$ cat src/rtl/mas_alu_pkg.sv
// Shared definitions for the mas_alu result queue.
//
// Contents:
//   MAS_BLEN             shared data-width define. It is supplied by the project's
//                        common define set. The 32-bit fallback only applies when
//                        this package is compiled on its own.
//   MAS_ALU_RESQ_DEPTH   default number of result-queue entries (power of two, >= 2).
//   resq_ptr_t           read/write pointer type for the default depth.
//   resq_cnt_t           occupancy type for the default depth (holds 0..DEPTH).
`ifndef MAS_BLEN
`define MAS_BLEN 32
`endif

package mas_alu_pkg;

    localparam int MAS_ALU_RESQ_DEPTH = 4;
    localparam int MAS_ALU_RESQ_PTR_W = $clog2(MAS_ALU_RESQ_DEPTH);
    localparam int MAS_ALU_RESQ_CNT_W = MAS_ALU_RESQ_PTR_W + 1;

    typedef logic [MAS_ALU_RESQ_PTR_W-1:0] resq_ptr_t;
    typedef logic [MAS_ALU_RESQ_CNT_W-1:0] resq_cnt_t;

endpackage

$ cat src/rtl/mas_alu_res_queue.sv
// mas_alu_res_queue: small FIFO that buffers execution-unit results for the
// downstream consumer.
//
// Ports:
//   clk        sole clock; all state updates on its rising edge
//   rst_n      asynchronous active-low reset; clears pointers, count and storage
//   in_valid   a result is offered by the execution unit
//   in_res     result data, `MAS_BLEN bits
//   in_ready   the queue accepts a push this cycle (count != DEPTH)
//   out_valid  the head entry is available (count != 0)
//   out_res    head entry data
//   out_ready  the consumer takes the head this cycle
//   count      current occupancy, 0..DEPTH
//   ovf        (only with MAS_ALU_RESQ_OVF_EN) sticky flag set after any refused
//              push; only reset clears it
//
// Build option:
//   MAS_ALU_RESQ_OVF_EN  adds the ovf output. Without it, a refused push is dropped
//                        and has no side effect.
//
// Behaviour:
//   - No bypass path. A push into an empty queue appears on out_res on the next
//     cycle.
//   - in_ready and out_valid decode only the registered count, so neither output
//     depends combinationally on an input.
module mas_alu_res_queue
    import mas_alu_pkg::*;
#(
    parameter int DEPTH = MAS_ALU_RESQ_DEPTH
) (
    input  logic                      clk,
    input  logic                      rst_n,
    input  logic                      in_valid,
    input  logic [`MAS_BLEN-1:0]      in_res,
    output logic                      in_ready,
    output logic                      out_valid,
    output logic [`MAS_BLEN-1:0]      out_res,
    input  logic                      out_ready,
    output logic [$clog2(DEPTH):0]    count
`ifdef MAS_ALU_RESQ_OVF_EN
    ,
    output logic                      ovf
`endif
);

    localparam int PTR_W = $clog2(DEPTH);
    localparam int CNT_W = PTR_W + 1;

    logic [`MAS_BLEN-1:0] mem [DEPTH];
    logic [PTR_W-1:0]     wr_ptr;
    logic [PTR_W-1:0]     rd_ptr;
    logic                 push;
    logic                 pop;

    assign in_ready  = (count != CNT_W'(DEPTH));
    assign out_valid = (count != '0);
    assign out_res   = mem[rd_ptr];

    assign push = in_valid && in_ready;
    assign pop  = out_valid && out_ready;

    // DEPTH is a power of two, so the pointers wrap from DEPTH-1 to 0 by
    // natural overflow.
    always_ff @(posedge clk or negedge rst_n) begin
        if (!rst_n) begin
            wr_ptr <= '0;
            rd_ptr <= '0;
            count  <= '0;
            for (int i = 0; i < DEPTH; i++) begin
                mem[i] <= '0;
            end
`ifdef MAS_ALU_RESQ_OVF_EN
            ovf    <= 1'b0;
`endif
        end else begin
            if (push) begin
                mem[wr_ptr] <= in_res;
                wr_ptr      <= wr_ptr + PTR_W'(1);
            end
            if (pop) begin
                rd_ptr <= rd_ptr + PTR_W'(1);
            end
            // A simultaneous push and pop leaves the occupancy unchanged.
            if (push && !pop) begin
                count <= count + CNT_W'(1);
            end else if (pop && !push) begin
                count <= count - CNT_W'(1);
            end
`ifdef MAS_ALU_RESQ_OVF_EN
            if (in_valid && !in_ready) begin
                ovf <= 1'b1;
            end
`endif
        end
    end

endmodule
$ cat config.mk
export PLATFORM = sky130hd
export DESIGN_NAME = mas_alu_res_queue
export DESIGN_NICKNAME = d
export VERILOG_FILES = /design/src/rtl/mas_alu_pkg.sv /design/src/rtl/mas_alu_res_queue.sv
export SDC_FILE = /design/constraint.sdc
export NUM_CORES = 1
export LEC_CHECK = 0
export ABC_CLOCK_PERIOD_IN_PS = 3800
export CORE_UTILIZATION = 35
export CTS_CLUSTER_DIAMETER = 100
export DETAILED_ROUTE_END_ITERATION = 7
export GPL_TIMING_DRIVEN = 0
export HOLD_SLACK_MARGIN = 0.08
export MAX_ROUTING_LAYER = met4
export SYNTH_ARGS = -nofsm -noshare
export SYNTH_HDL_FRONTEND = slang
export SYNTH_SLANG_ARGS = --single-unit
export TNS_END_PERCENT = 1
$ cat constraint.sdc
create_clock -name clk -period 3.8 [get_ports clk]
set_input_delay 0.76 -clock clk [delete_from_list [all_inputs] [get_ports clk]]
set_output_delay 0.76 -clock clk [all_outputs]
set_load 0.005 [all_outputs]
; Word-level counts from Yosys, hierarchy flattened
; Cells that the tools add are included.
[word_totals]
ff_bits = 135
[op_classes]
addsub = 4
magnitude_cmp = 3
n_eq_ne = 1
n_mux = 8
n_bitwise = 2
reduce_logical = 9
[op_table]
columns = cell, count
row1 = 128-bit bitwise mux, 1
row2 = 32-bit two-way mux, 3
row3 = 32-bit binary-select mux with 2-bit select, 1
row4 = 32-bit demux with 2-bit select, 1
row5 = "3-bit greater-or-equal comparator, second input constant", 2
row6 = 3-bit two-way mux, 2
row7 = 2-bit NOT with 3-bit output, 2
row8 = 1-bit logical AND, 5
row9 = "2-bit by 1-bit adder with 2-bit output, second input constant", 2
row10 = "3-bit by 1-bit adder with 3-bit output, second input constant", 1
row11 = "3-bit by 1-bit less-than comparator with 1-bit output, second input constant", 1
row12 = "3-bit != test, second input constant", 1
row13 = 3-bit nonzero test, 1
row14 = "3-bit by 1-bit subtractor with 3-bit output, second input constant", 1
row15 = 1-bit logical NOT, 2
row16 = 2-bit nonzero test, 1

; Logic depth before layout (Yosys ltp)
[logic_depth]
depth_word = 6
ltp_mapped = 9
ltp_nobuf = 8

; Least setup slack after synthesis
; Ideal clock, no wire load.
[synth_timing]
path_kind = register to output
startpoint = register rd_ptr[0]
endpoint = output out_res[0]
t_arrival_ns = 1.483
setup_slack_ns = 1.557
path_stages_with_launch = 4
path_buffers = 2
cell_sequence = dfrtp_1 clkbuf_1 buf_2 mux4_2
[synth_via]
elab_chain_len = 4
[synth_lines]
columns = element, line_no
row1 = start: declaration, mas_alu_res_queue.sv:51  ; logic [PTR_W-1:0] rd_ptr;
row2 = start signal: assignment, mas_alu_res_queue.sv:81  ; rd_ptr <= rd_ptr + PTR_W'(1);
row3 = 2-bit NOT with 3-bit output (not written as such), mas_alu_res_queue.sv:57  ; assign out_res = mem[rd_ptr];
row4 = 32-bit binary-select mux with 2-bit select, mas_alu_res_queue.sv:57
row5 = 32-bit two-way mux (not written as such) (2 in series), mas_alu_res_queue.sv:57
row6 = end: declaration, mas_alu_res_queue.sv:37  ; output logic [`MAS_BLEN-1:0] out_res,
; No other way between the ends. The select of a mux whose other input is x is not followed.

; Worst setup path after layout
[layout_timing]
startpoint = register rd_ptr[0]
endpoint = output out_res[12]
; The elaborated chain is that of the path after synthesis.

==> out/metrics.json <==
{
  "finalSetupViolations": {"value": 0},
  "cts_resized": {"value": 0},
  "synth.top_cells.by_area": {"value": "sky130_fd_sc_hd__dfrtp_1 (51%), sky130_fd_sc_hd__mux2_4 (27%), sky130_fd_sc_hd__mux4_2 (11%)"},
  "timing.final.crit_share": {"value": 91.2, "unit": "%"},
  "timing.critical_path.buf_inv": {"value": 3},
  "die_area": {"value": 19300, "unit": "µm²"},
  "yosys.area.top_type": {"value": "sky130_fd_sc_hd__dfrtp_1"},
  "postSynth.asyncResetShare": {"value": 100, "unit": "%"},
  "antennaDiodeCount": {"value": 0},
  "critical_path_class": {"value": "reg2out"},
  "post_drt_via_cell_ratio": {"value": 4.83},
  "ys_ff_latch": {"value": 135},
  "place.detailed.hpwl": {"value": 8540, "unit": "µm"},
  "cp-end-kind": {"value": "output pin"},
  "dominantRegCellSynth": {"value": "sky130_fd_sc_hd__dfrtp_1"},
  "synthDistinctLibCells": {"value": 21},
  "area.sequential": {"value": 3380, "unit": "µm²"},
  "timing.final.hold_violations": {"value": 0},
  "rsz0062_at_grt": {"value": "false"},
  "post-cts-setup-buffers": {"value": 0},
  "syn-mean-instance-area": {"value": 18.9, "unit": "µm²"},
  "finalMaxSlewViolations": {"value": 0},
  "nets": {"value": 482},
  "synth_top_cell_area_share": {"value": 51.4, "unit": "%"},
  "postCtsHoldBufs": {"value": 0},
  "timing.rr.start": {"value": "count[1]"},
  "worstSkewPairLatency": {"value": 0.42, "unit": "ns"},
  "rr_worst_depth": {"value": 7},
  "max_cap_viol_count": {"value": 0},
  "worst_case_vdd_ir_drop": {"value": 0.302, "unit": "mV"},
  "design.core.area": {"value": 18200, "unit": "µm²"},
  "finalWorstPathRequiredPeriod": {"value": 3.47, "unit": "ns"},
  "arrival": {"value": 2.71, "unit": "ns"},
  "crit_path_end": {"value": "out_res[12]"},
  "outcome": {"value": "finished with violations"},
  "placement_row_count": {"value": 49},
  "clock_tree.htree_level_count": {"value": 4},
  "place_worst_setup_slack": {"value": 0.685, "unit": "ns"},
  "syn-instance-count": {"value": 348},
  "power_per_cell_area": {"value": 965, "unit": "nW/µm²"},
  "drt-initial-drc-count": {"value": 106},
  "worstReg2RegEnd": {"value": "count[1]"},
  "worst-path-stages": {"value": 4},
  "synthesis.nets": {"value": 390},
  "ant_nets": {"value": 0},
  "area_growth": {"value": 24.2, "unit": "%"},
  "global_route_wire_length_before_repair": {"value": 23000, "unit": "µm"},
  "critPathMaxFanout": {"value": 10},
  "dpl_cell_area": {"value": 7610, "unit": "µm²"},
  "die_w": {"value": 139, "unit": "µm"},
  "cell_with_the_largest_stage_delay_on_the_worst_path": {"value": "sky130_fd_sc_hd__mux4_2"},
  "violations": {"value": "design-rule violations"},
  "clk_pin_slew_worst_paths": {"value": 0.06, "unit": "ns"},
  "cts_sinks": {"value": 135},
  "multi_input_area": {"value": 2850, "unit": "µm²"},
  "routed_wire_length_per_instance": {"value": 19.8, "unit": "µm"},
  "cts-buffers-inserted": {"value": 17},
  "clock.fmax": {"value": 288, "unit": "MHz"},
  "cts_tree": {"value": "built"},
  "n_fill_cell": {"value": 1592},
  "final_std_cell_area_no_fill": {"value": 8160, "unit": "µm²"},
  "globalRouteOverflowTotal": {"value": 0},
  "slew-limit-headroom": {"value": 48.5, "unit": "%"},
  "ordered_list_of_cells_on_the_worst_path": {"value": "clkbuf_1, buf_2, mux4_2, clkdlybuf4s50_1"},
  "syn_area": {"value": 6570, "unit": "µm²"},
  "grt_start_max_net_pins": {"value": 75},
  "gpl.final_weighted_congestion": {"value": 0.757},
  "clk_path_buf_depth": {"value": 2},
  "cpPeakStageDelay": {"value": 0.57, "unit": "ns"},
  "total_leakage_power": {"value": 3.52, "unit": "nW"},
  "drive_gt1_share": {"value": 48.3, "unit": "%"},
  "critPathLaunch": {"value": "rd_ptr[0]"},
  "vias": {"value": 3294},
  "yosysMostFrequentCell": {"value": "sky130_fd_sc_hd__dfrtp_1"},
  "top_ports": {"value": 73},
  "clock_root_buffer_master": {"value": "sky130_fd_sc_hd__clkbuf_16"},
  "report.power.total": {"value": 7.87, "unit": "mW"},
  "die_h": {"value": 139, "unit": "µm"},
  "drt_drc_violations_left": {"value": 5},
  "setup.reg_to_reg.worst_slack": {"value": 1.50, "unit": "ns"},
  "yosysWarningCount": {"value": 0},
  "totalWireLength": {"value": 13500, "unit": "µm"},
  "initial_core_util": {"value": 36.1, "unit": "%"},
  "required": {"value": 3.04, "unit": "ns"},
  "grt_use_total": {"value": 16.1, "unit": "%"},
  "number_of_antenna_violations_at_the_first_check_in_global_routing": {"value": 0},
  "setup_ws": {"value": 0.334, "unit": "ns"},
  "final_core_util": {"value": 44.8, "unit": "%"},
  "seq_area_frac_synth": {"value": 51.4, "unit": "%"},
  "synth_edf_count": {"value": 0},
  "setup.worst_path.start_class": {"value": "register"},
  "yosys-top-cells-count": {"value": "sky130_fd_sc_hd__dfrtp_1 (135), sky130_fd_sc_hd__mux2_4 (120), sky130_fd_sc_hd__mux4_2 (32), sky130_fd_sc_hd__buf_12 (12), sky130_fd_sc_hd__mux2_2 (9)"},
  "number_of_global_route_vias_before_repair": {"value": 3923},
  "finalHoldWorstSlack": {"value": 0.337, "unit": "ns"},
  "worstHoldPathType": {"value": "in2async"},
  "fin_worst_skew": {"value": 0.00565, "unit": "ns"},
  "io_buffer_count": {"value": 72},
  "detailedRoute.firstPassIterationCount": {"value": 8},
  "tightestPinTransition": {"value": 0.772, "unit": "ns"},
  "crit_family": {"value": "buffers and inverters"}
}
per-layer routing:
layer  global-route usage [%]  vias to the layer above  wire (µm)
met1                     22.1                     1753       6670
met4                     5.67                        0        174
met3                     3.76                       13        530
li1                         -                     1464          -
met2                     23.2                       64       6140
met5                        -                        -          0
area by class of cell:
type,instances,area share [%]
repair buffers,73,9.19
flip-flops and latches,135,41.4
well taps,229,3.51
clock buffers,22,5.81
clock inverters,10,0.951
multi-input cells,185,34.9
plain buffers,25,4.05
inverters,3,0.138
state kept, by name, summed over array words and instances (netlist names):
name and count:
wr_ptr 2, mem 128, rd_ptr 2, count 3
layout by cell type, fill, tap and decap left out, types with 6 or more instances in the layout:
| master | count |
|---|---|
| sky130_fd_sc_hd__dfrtp_1 | 135 |
| sky130_fd_sc_hd__mux2_4 | 120 |
| sky130_fd_sc_hd__clkdlybuf4s50_1 | 71 |
| sky130_fd_sc_hd__mux4_2 | 32 |
| sky130_fd_sc_hd__clkbuf_16 | 17 |
| sky130_fd_sc_hd__buf_12 | 12 |
| sky130_fd_sc_hd__mux2_2 | 9 |
| sky130_fd_sc_hd__clkinv_2 | 8 |
| sky130_fd_sc_hd__clkbuf_1 | 7 |
| sky130_fd_sc_hd__buf_6 | 6 |
where the power goes:
| part | leakage, nW | internal [mW] | switching (mW) |
|---|---|---|---|
| clock network | 0.279 | 0.941 | 0.606 |
| logic | 1.64 | 2.55 | 1.17 |
| registers | 1.60 | 2.19 | 0.410 |
| total | 3.52 | 5.68 | 2.19 |
metrics by stage:
stage | instances | TNS (ns)
floorplan | 348 | 0
global placement | 649 | -430.82
detailed placement | 650 | 0
CTS | 682 | 0
global route | 682 | 0
finish | 682 | 0
worst min-delay path by stage:
stage,start,end,cells past startpoint
2_1_floorplan,rst_n,count[0],0
3_3_place_gp,mem[63],mem[63],1
3_5_place_dp,mem[49],mem[49],1
4_1_cts,rst_n,mem[125],1
5_1_grt,rst_n,mem[69],1
6_report,rst_n,mem[69],1
cells by family (layout without fill, tap and decap cells):
| logic type | after synthesis | in the layout | synth area share [%] |
|---|---|---|---|
| buffers and inverters | 28 | 133 | 5.20 |
| AO/OA/AOI/OAI | 1 | 1 | 0.0761 |
| multiplexers | 161 | 161 | 39.9 |
| flip-flops | 135 | 135 | 51.4 |
| XOR/XNOR | 6 | 6 | 0.800 |
| AND/OR/NAND/NOR | 11 | 11 | 1.31 |
| adder cells (fa/ha/maj) | 6 | 6 | 1.26 |
Power figures use the tool's default switching activity.
